==> src/rtl/alu_issue_ctrl.sv <==
// Issue controller for the combinational 32-bit ALU: decodes RV32I OP/OP-IMM
// instructions, drives registered ALU inputs for one cycle and returns the result.
module alu_issue_ctrl #(
    parameter int DATA_WIDTH = 32,
    parameter int CONTROL    = 4,
    parameter int CNT_WIDTH  = 16
) (
    input  logic                  clk,
    input  logic                  rst_n,
    input  logic                  in_valid,
    output logic                  in_ready,
    input  logic [31:0]           in_instr,
    input  logic [DATA_WIDTH-1:0] in_rs1_data,
    input  logic [DATA_WIDTH-1:0] in_rs2_data,
    output logic [DATA_WIDTH-1:0] alu_a,
    output logic [DATA_WIDTH-1:0] alu_b,
    output logic [CONTROL-1:0]    alu_opcode,
    input  logic [DATA_WIDTH-1:0] alu_result,
    input  logic [4:0]            alu_flags,
    output logic                  out_valid,
    input  logic                  out_ready,
    output logic [4:0]            out_rd,
    output logic [DATA_WIDTH-1:0] out_data,
    output logic [4:0]            out_flags,
    output logic                  out_illegal,
    output logic [CNT_WIDTH-1:0]  retire_cnt
);

    localparam logic [6:0] OPC_OP     = 7'b0110011;
    localparam logic [6:0] OPC_OP_IMM = 7'b0010011;
    localparam logic [6:0] F7_BASE    = 7'b0000000;
    localparam logic [6:0] F7_ALT     = 7'b0100000;

    localparam logic [CONTROL-1:0] ALU_ADD = CONTROL'(4'b0000);
    localparam logic [CONTROL-1:0] ALU_SUB = CONTROL'(4'b0100);
    localparam logic [CONTROL-1:0] ALU_AND = CONTROL'(4'b0010);
    localparam logic [CONTROL-1:0] ALU_OR  = CONTROL'(4'b0110);
    localparam logic [CONTROL-1:0] ALU_XOR = CONTROL'(4'b1110);
    localparam logic [CONTROL-1:0] ALU_SRL = CONTROL'(4'b0011);
    localparam logic [CONTROL-1:0] ALU_SLL = CONTROL'(4'b0111);
    localparam logic [CONTROL-1:0] ALU_SRA = CONTROL'(4'b1111);

    typedef enum logic [1:0] {
        IDLE,
        EXEC,
        RESP
    } state_t;

    state_t                state_q, state_d;
    logic [DATA_WIDTH-1:0] alu_a_q, alu_a_d;
    logic [DATA_WIDTH-1:0] alu_b_q, alu_b_d;
    logic [CONTROL-1:0]    alu_opcode_q, alu_opcode_d;
    logic [4:0]            out_rd_q, out_rd_d;
    logic [DATA_WIDTH-1:0] out_data_q, out_data_d;
    logic [4:0]            out_flags_q, out_flags_d;
    logic                  out_illegal_q, out_illegal_d;
    logic [CNT_WIDTH-1:0]  retire_cnt_q, retire_cnt_d;

    logic [6:0]            instr_opc;
    logic [2:0]            funct3;
    logic [6:0]            funct7;
    logic [DATA_WIDTH-1:0] imm_sext;
    logic [DATA_WIDTH-1:0] imm_shamt;
    logic [DATA_WIDTH-1:0] rs2_shamt;
    logic                  dec_legal;
    logic [CONTROL-1:0]    dec_opcode;
    logic [DATA_WIDTH-1:0] dec_b;
    logic                  accept;
    logic                  out_fire;
    logic                  unused_rs_fields;

    assign instr_opc = in_instr[6:0];
    assign funct3    = in_instr[14:12];
    assign funct7    = in_instr[31:25];
    assign imm_sext  = {{(DATA_WIDTH-12){in_instr[31]}}, in_instr[31:20]};
    assign imm_shamt = {{(DATA_WIDTH-5){1'b0}}, in_instr[24:20]};
    // The ALU shifts by the whole operand, so register shift amounts are masked here.
    assign rs2_shamt = {{(DATA_WIDTH-5){1'b0}}, in_rs2_data[4:0]};
    // Register specifiers arrive as already-read data; only rd is used from the word.
    assign unused_rs_fields = ^in_instr[19:15];

    always_comb begin
        dec_legal  = 1'b0;
        dec_opcode = ALU_ADD;
        dec_b      = in_rs2_data;
        case (instr_opc)
            OPC_OP: begin
                case (funct3)
                    3'b000: begin
                        if (funct7 == F7_BASE) begin
                            dec_legal  = 1'b1;
                            dec_opcode = ALU_ADD;
                        end else if (funct7 == F7_ALT) begin
                            dec_legal  = 1'b1;
                            dec_opcode = ALU_SUB;
                        end
                    end
                    3'b001: begin
                        dec_b = rs2_shamt;
                        if (funct7 == F7_BASE) begin
                            dec_legal  = 1'b1;
                            dec_opcode = ALU_SLL;
                        end
                    end
                    3'b100: begin
                        dec_legal  = (funct7 == F7_BASE);
                        dec_opcode = ALU_XOR;
                    end
                    3'b101: begin
                        dec_b = rs2_shamt;
                        if (funct7 == F7_BASE) begin
                            dec_legal  = 1'b1;
                            dec_opcode = ALU_SRL;
                        end else if (funct7 == F7_ALT) begin
                            dec_legal  = 1'b1;
                            dec_opcode = ALU_SRA;
                        end
                    end
                    3'b110: begin
                        dec_legal  = (funct7 == F7_BASE);
                        dec_opcode = ALU_OR;
                    end
                    3'b111: begin
                        dec_legal  = (funct7 == F7_BASE);
                        dec_opcode = ALU_AND;
                    end
                    default: ;
                endcase
            end
            OPC_OP_IMM: begin
                dec_b = imm_sext;
                case (funct3)
                    3'b000: begin
                        dec_legal  = 1'b1;
                        dec_opcode = ALU_ADD;
                    end
                    3'b001: begin
                        dec_b = imm_shamt;
                        if (funct7 == F7_BASE) begin
                            dec_legal  = 1'b1;
                            dec_opcode = ALU_SLL;
                        end
                    end
                    3'b100: begin
                        dec_legal  = 1'b1;
                        dec_opcode = ALU_XOR;
                    end
                    3'b101: begin
                        dec_b = imm_shamt;
                        if (funct7 == F7_BASE) begin
                            dec_legal  = 1'b1;
                            dec_opcode = ALU_SRL;
                        end else if (funct7 == F7_ALT) begin
                            dec_legal  = 1'b1;
                            dec_opcode = ALU_SRA;
                        end
                    end
                    3'b110: begin
                        dec_legal  = 1'b1;
                        dec_opcode = ALU_OR;
                    end
                    3'b111: begin
                        dec_legal  = 1'b1;
                        dec_opcode = ALU_AND;
                    end
                    default: ;
                endcase
            end
            default: ;
        endcase
    end

    assign in_ready = (state_q == IDLE) || ((state_q == RESP) && out_ready);
    assign accept   = in_valid && in_ready;
    assign out_fire = (state_q == RESP) && out_ready;

    always_comb begin
        state_d       = state_q;
        alu_a_d       = alu_a_q;
        alu_b_d       = alu_b_q;
        alu_opcode_d  = alu_opcode_q;
        out_rd_d      = out_rd_q;
        out_data_d    = out_data_q;
        out_flags_d   = out_flags_q;
        out_illegal_d = out_illegal_q;
        retire_cnt_d  = retire_cnt_q;

        case (state_q)
            IDLE: ;
            EXEC: begin
                state_d       = RESP;
                out_data_d    = alu_result;
                out_flags_d   = alu_flags;
                out_illegal_d = 1'b0;
            end
            RESP: begin
                if (out_ready) begin
                    state_d      = IDLE;
                    retire_cnt_d = retire_cnt_q + {{(CNT_WIDTH-1){1'b0}}, 1'b1};
                end
            end
            default: state_d = IDLE;
        endcase

        // An accept in RESP coincides with the response handshake, so it overrides the IDLE return.
        if (accept) begin
            out_rd_d = in_instr[11:7];
            if (dec_legal) begin
                state_d      = EXEC;
                alu_a_d      = in_rs1_data;
                alu_b_d      = dec_b;
                alu_opcode_d = dec_opcode;
            end else begin
                state_d       = RESP;
                out_data_d    = '0;
                out_flags_d   = '0;
                out_illegal_d = 1'b1;
            end
        end
    end

    always_ff @(posedge clk or negedge rst_n) begin
        if (!rst_n) begin
            state_q       <= IDLE;
            alu_a_q       <= '0;
            alu_b_q       <= '0;
            alu_opcode_q  <= '0;
            out_rd_q      <= '0;
            out_data_q    <= '0;
            out_flags_q   <= '0;
            out_illegal_q <= 1'b0;
            retire_cnt_q  <= '0;
        end else begin
            state_q       <= state_d;
            alu_a_q       <= alu_a_d;
            alu_b_q       <= alu_b_d;
            alu_opcode_q  <= alu_opcode_d;
            out_rd_q      <= out_rd_d;
            out_data_q    <= out_data_d;
            out_flags_q   <= out_flags_d;
            out_illegal_q <= out_illegal_d;
            retire_cnt_q  <= retire_cnt_d;
        end
    end

    assign alu_a       = alu_a_q;
    assign alu_b       = alu_b_q;
    assign alu_opcode  = alu_opcode_q;
    assign out_valid   = (state_q == RESP);
    assign out_rd      = out_rd_q;
    assign out_data    = out_data_q;
    assign out_flags   = out_flags_q;
    assign out_illegal = out_illegal_q;
    assign retire_cnt  = retire_cnt_q;

endmodule

==> config.mk <==
export PLATFORM = sky130hd
export DESIGN_NAME = alu_issue_ctrl
export DESIGN_NICKNAME = d
export VERILOG_FILES = /design/src/rtl/alu_issue_ctrl.sv
export SDC_FILE = /design/constraint.sdc
export NUM_CORES = 1
export LEC_CHECK = 0
export BUFFER_PORTS_ARGS = -buffer_cell sky130_fd_sc_hd__buf_4
export CAP_MARGIN = 20
export CORE_MARGIN = 1
export CORE_UTILIZATION = 40
export CTS_BUF_LIST = sky130_fd_sc_hd__clkbuf_4 sky130_fd_sc_hd__clkbuf_8
export DETAILED_ROUTE_END_ITERATION = 7
export GPL_TIMING_DRIVEN = 0
export MAX_ROUTING_LAYER = met4
export PLACE_DENSITY_LB_ADDON = 0.2
export SETUP_SLACK_MARGIN = 0.02
export SLEW_MARGIN = 20
export SYNTH_ARGS = -nofsm -noshare
export SYNTH_HDL_FRONTEND = slang
export SYNTH_SLANG_ARGS = --single-unit
==> constraint.sdc <==
create_clock -name clk -period 4.5 [get_ports clk]
set_input_delay 0.225 -clock clk [delete_from_list [all_inputs] [get_ports clk]]
set_output_delay 0.225 -clock clk [all_outputs]
set_load 0.05 [all_outputs]
======== After elaboration in Yosys (flattened, before gate mapping) ========
Index checks and enable logic that the tools add are counted.
W data, S select, Z words.
word-level totals
  bits in registers ....................... 129
  output and inout port bits .............. 129
  logic and storage cells ................. 65
cells by class
  add/subtract/negate cells ............... 1
  equal/unequal tests ..................... 12
  mux-type cells .......................... 30
  reduce and logical (&&, ||, !) cells .... 13
operators by type and width
  cell                     number
  $mux W32                 5
  $pmux W32 S2             1
  $pmux W4 S6              1
  $pmux W4 S5              1
  $add A16 B1 Y16 const B  1
  $mux W5                  3
  $eq A7 B6 Y1 const B     2
  $eq A3 B3 Y1 const B     4
  $mux W3                  3
  $mux W4                  2
  $pmux W4 S2              1
  $eq A7 B5 Y1 const B     1
  $logic_not A7 Y1         1
  $mux W1                  6
  $mux W2                  3
  $pmux W1 S3              2
  $pmux W2 S3              1
  $reduce_and A2 Y1        3
  $reduce_or A2 Y1         2
  $reduce_or A4 Y1         1
  $eq A3 B1 Y1 const B     1
  $logic_not A3 Y1         1
  $ne A3 B1 Y1 const B     1
  $reduce_or A3 Y1         1
  other kinds (7)          8

======== Depth between registers and ports, before layout ========
  word-level depth ........................ 7
  depth in mapped cells ................... 7

======== Worst setup path before layout ========
Ideal clock, no wire load.
  kind .................................... register to register
  start point ............................. register state_q[0]
  end point ............................... register retire_cnt_q[15] (netlist: retire_cnt[15])
  data arrival time ....................... 1.903 ns
  slack ................................... 2.516 ns
  stages on the path, launching flop included .. 5
  period minus slack after synthesis ...... 1.984 ns
  cells stage by stage .................... dfrtp_1 -> nor2b_1 -> nand2_1 -> nor3_1 -> xor2_1
between the ends
  longest elaborated chain between the ends .. 2
ends and longest elaborated chain
  what                         line  text
  start, declared              49    state_t state_q, state_d;
  start signal, assigned       234   state_q <= state_d;
  $eq A2 B2 Y1                 --
  net out_valid                20    output logic out_valid,
  $reduce_and A2 Y1 (no line)  --
  end signal, assigned         242   retire_cnt_q <= retire_cnt_d;
  end, declared                57    logic [CNT_WIDTH-1:0] retire_cnt_q, retire_cnt_d;
The timed path passes the listed nets, and every way through them passes these cells.
A chain may end at the register's enable or synchronous reset.

======== Final worst setup path ========
  start point ............................. register state_q[1]
  end point ............................... register alu_a_q[8] (netlist: alu_a[8])
between the ends
  longest elaborated chain between the ends .. 5
  elaborated cells between the ends (all ways) .. 6
  classes of those cells .................. eq/ne (1); reduce/logical (5)
ends and longest elaborated chain
  what                             line  text
  $eq A2 B2 Y1                     173   assign in_ready = (state_q == IDLE) || ((state_q == RESP) && out_ready);
  $logic_and A1 B1 Y1              --
  $logic_or A1 B1 Y1 (*)           173
  $logic_and A1 B1 Y1 (*)          174   assign accept = in_valid && in_ready;
  $reduce_and A2 Y1 (no line) (*)  --
  end signal, assigned             235   alu_a_q <= alu_a_d;
  end, declared                    50    logic [DATA_WIDTH-1:0] alu_a_q, alu_a_d;
Mark *: on every way between the ends. The rest lies on a longest branch, timed or not.

==> summary.md <==
| Metric | Value |
|---|---|
| Post-DP HPWL | about 11 mm |
| Worst slew pin tran | between 600 and 700 ps |
| DRC | 0 |
| Routed wire length | ~15 mm |
| Synthesized-area fraction occupied by adder cells | 0.00223 |
| Number of hold buffers added after cts | 13 |
| Antenna violations before repair | 0 |
| Post-CTS setup buffers | 0 |
| First-pass GRT wire length | 23.9 mm |
| WS Path Type | reg2reg |
| Hold WC Path Type | in2reg |
| Layout cells sized above 1 | 0.502 |
| CP arrival | around 2500 ps |
| Routed Antenna Nets | 0 |
| Terminus of the critical flop-to-flop path | alu_a[8]$_DFFE_PN0P_ |
| TritonCTS Sinks | roughly 130 |
| # H-tree levels | 4 |
| Remaining global-route overflow | 0 |
| Total die area | between 0.01 and 0.015 sq mm |
| CTS resizes | 0 |
| Seq pwr share | 0.444 |
| Setup crit end | alu_a[8]$_DFFE_PN0P_ |
| Met2 usage | 0.366 |
| Met1 Usage GRT | 0.258 |
| Setup Viol. Count Final | 0 |
| Register-to-Register Path Depth | 7 |
| Seq/Total Area, Yosys | 0.575 |
| Core area | ~0.013 sq mm |
| Non-filler cells, final | between 900 and 1,000 |
| # IOs | 266 |
| Drt initial violations | 213 |
| GR Layer Usage met3 | 0.0575 |
| Internal | just over 2 mW |
| Via count | 4,627 |
| Fin crit share | 0.487 |
| Largest family of logic cells by synthesized area | multiplexers |
| Leakage | 4.40 nW |
| Maxcap violations | 0 |
| Yosys reg bits | between 100 and 150 |
| Area leader, netlist | dfrtp_1 |
| Area contributors post-synth | dfrtp_1, mux2_2, nand2_1 |
| Pwr Density | ~340 mW/mm^2 |
| Layout Nets | approximately 890 |
| Mapped Cells | between 400 and 500 |
| Worst Skew | 6.63 ps |
| Total Routing Usage GR | 0.219 |
| Placed Area | between 0.007 and 0.008 sq mm |
| Insertion delay to the later sink of the worst-skew pair | 430 ps |
| Achievable Freq | ~460 MHz |
| Syn nets | 600 |
| Die Wd | about 120 microns |
| Rows | 42 |
| Combinational share of power | 0.195 |
| Buffers on Ports | between 200 and 300 |
| Mapped Area | about 0.0056 sq mm |
| Synth Area in Simple Gates | 0.104 |
| R2r setup slk | around 2300 ps |
| TritonCTS clock tree | yes |
| Synth warn | 0 |
| Post-synthesis compound-gate area fraction | 0.103 |
| Final Hold Viols | 0 |
| Clk pwr share | 0.362 |
| Total power | between 2 and 3 mW |
| Final non-filler cell area | between 0.008 and 0.009 sq mm |
| Setup crit start kind | flop |
| EDFF count, synth | 0 |
| Syn avg cell area | 12.2 sq um |
| Crit. Startpoint | state_q[1]$_DFFE_PN0P_ |
| Die H | between 100 and 150 microns |
| RSZ-0062 raised after global routing | false |
| Via density | ~4.9 |
| Mux cell area share after synthesis | 0.164 |
| Number of global-route vias before repair | between 4,000 and 5,000 |
| Area growth syn-to-layout | 49.2% |
| Status | completed |
| Clock root cell | clkbuf_8 |
| Worst setup EP type | flop |
| Synth top area share | 0.575 |
| Synth Flop Type | dfrtp_1 |
| Peak supply drop | between 150 and 200 uV |
| Worst Path Max Fanout | 10 |
| CTS buffer count | 17 |
| Sw power | about 0.8 mW |
| Critical Path RT | roughly 4800 ps |
| Initial Util | 0.418 |
| Minimum clock period | 2190 ps |
| Slew margin rel. | 0.561 |
| Placed Cells | about 900 |
| Xor and xnor area share after synthesis | 0.0234 |
| Grt peak-use layer | met2 |
| Clock-pin slew on the worst setup and hold paths | 70 ps |
| TritonRoute pass-1 iters | 4 |
| Total negative slack | 0 ps |
| Slew Viols, Final | 0 |
| Clock Tree Buf Depth | 2 |
| Switching share of power | 0.289 |
| Placer Congestion | ~0.85 |
| R2r startpoint | state_q[1]$_DFFE_PN0P_ |
| Pin count of the biggest net entering global routing | 67 |
| Library cells used by synthesis | 39 |
| Share of flip-flops with an asynchronous set or reset | 1.00 |
| Diode count | 0 |
| WL/cell | ~16 microns |
[metal layers]
layer / wire length [microns] / share of wire
met5: 0 / 0
met4: 185 / 0.012
met3: 1100 / 0.073
met2: 7540 / 0.50
met1: 6170 / 0.41
[metrics by stage]
stage	hold slack (ps)	setup WS (ps)	utilization
floorplan	-70.6	2520	-
global placement	458	2240	0.578
detailed placement	201	2240	0.581
CTS	0.248	2240	0.621
global route	1.48	2140	0.623
finish	31.2	2310	0.623
[cells in the final DEF, fill, tap and decap left out, types with 4 or more instances in the layout]
cell type and count:
a22o_1 28, buf_2 8, a21oi_1 38, xnor2_1 8
dfrtp_1 129, mux2_2 70, clkinv_2 4, nor3_1 4
dlygate4sd3_1 16, and4_1 4, buf_4 257, clkbuf_1 19
mux2_4 9, xor2_1 7, clkbuf_8 18, nand2_1 84
nor2_1 5, inv_1 6, clkbuf_4 4
[Yosys cell counts (3+ instances only)]
cell        n
dfrtp_1   129
nand2_1    84
mux2_2     70
a21oi_1    38
a22o_1     28
clkbuf_1   19
mux2_4      9
buf_2       8
xnor2_1     8
xor2_1      7
inv_1       6
nor2_1      5
and4_1      4
nor3_1      4
and3_1      3
nand2b_1    3
nand3_1     3
nand4_1     3
nor2b_1     3
[power groups by stage]
stage / logic (mW) / clock network [mW] / registers [mW]
floorplan: 0.114 / 0 / 1.47
global placement: 0.534 / 0 / 1.28
detailed placement: 0.546 / 0 / 1.28
CTS: 0.556 / 1.05 / 1.26
global route: 0.585 / 1.11 / 1.27
finish: 0.554 / 1.03 / 1.26
[how the worst min path moves through the flow]
stage,startpoint,to,depth (start not counted)
after floorplan,rst_n,alu_a[0]$_DFFE_PN0P_,0
after global placement,in_rs1_data[18],alu_a[18]$_DFFE_PN0P_,2
after detailed placement,rst_n,retire_cnt[15]$_DFFE_PN0P_,1
after CTS,in_rs1_data[17],alu_a[17]$_DFFE_PN0P_,2
after global routing,in_rs1_data[12],alu_a[12]$_DFFE_PN0P_,2
final,in_instr[9],out_rd[2]$_DFFE_PN0P_,2
[registers in the layout, summed over array words and instances (netlist names)]
name,count
alu_a,32
alu_b,32
alu_opcode,4
out_data,32
out_flags,5
out_illegal,1
out_rd,5
retire_cnt,16
state_q,2
[logic make-up (layout without fill, tap and decap cells)]
family / after synthesis / count (layout)
AND/OR/NAND/NOR: 119 / 119
flip-flops: 129 / 129
AO/OA/AOI/OAI: 83 / 83
buffers and inverters: 36 / 343
multiplexers: 79 / 79
adder cells (fa/ha/maj): 1 / 1
XOR/XNOR: 15 / 15
[worst max-delay path, cell delays in order (launching register included)]
cell and delay [ps]:
dfrtp_1 430, inv_1 110, o211a_1 150, clkbuf_1 370
nand4_2 310, buf_6 250, buf_6 160, mux2_4 300
[layout make-up]
type / count / area, sq um
multi-input cells: 297 / 2230
fillers: 1118 / 5070
well taps: 176 / 220
repair buffers: 275 / 2130
clock buffers: 22 / 278
clock inverters: 10 / 135
inverters: 6 / 22.5
plain buffers: 30 / 138
flip-flops and latches: 129 / 3230
(Power assumes the default switching activity.)
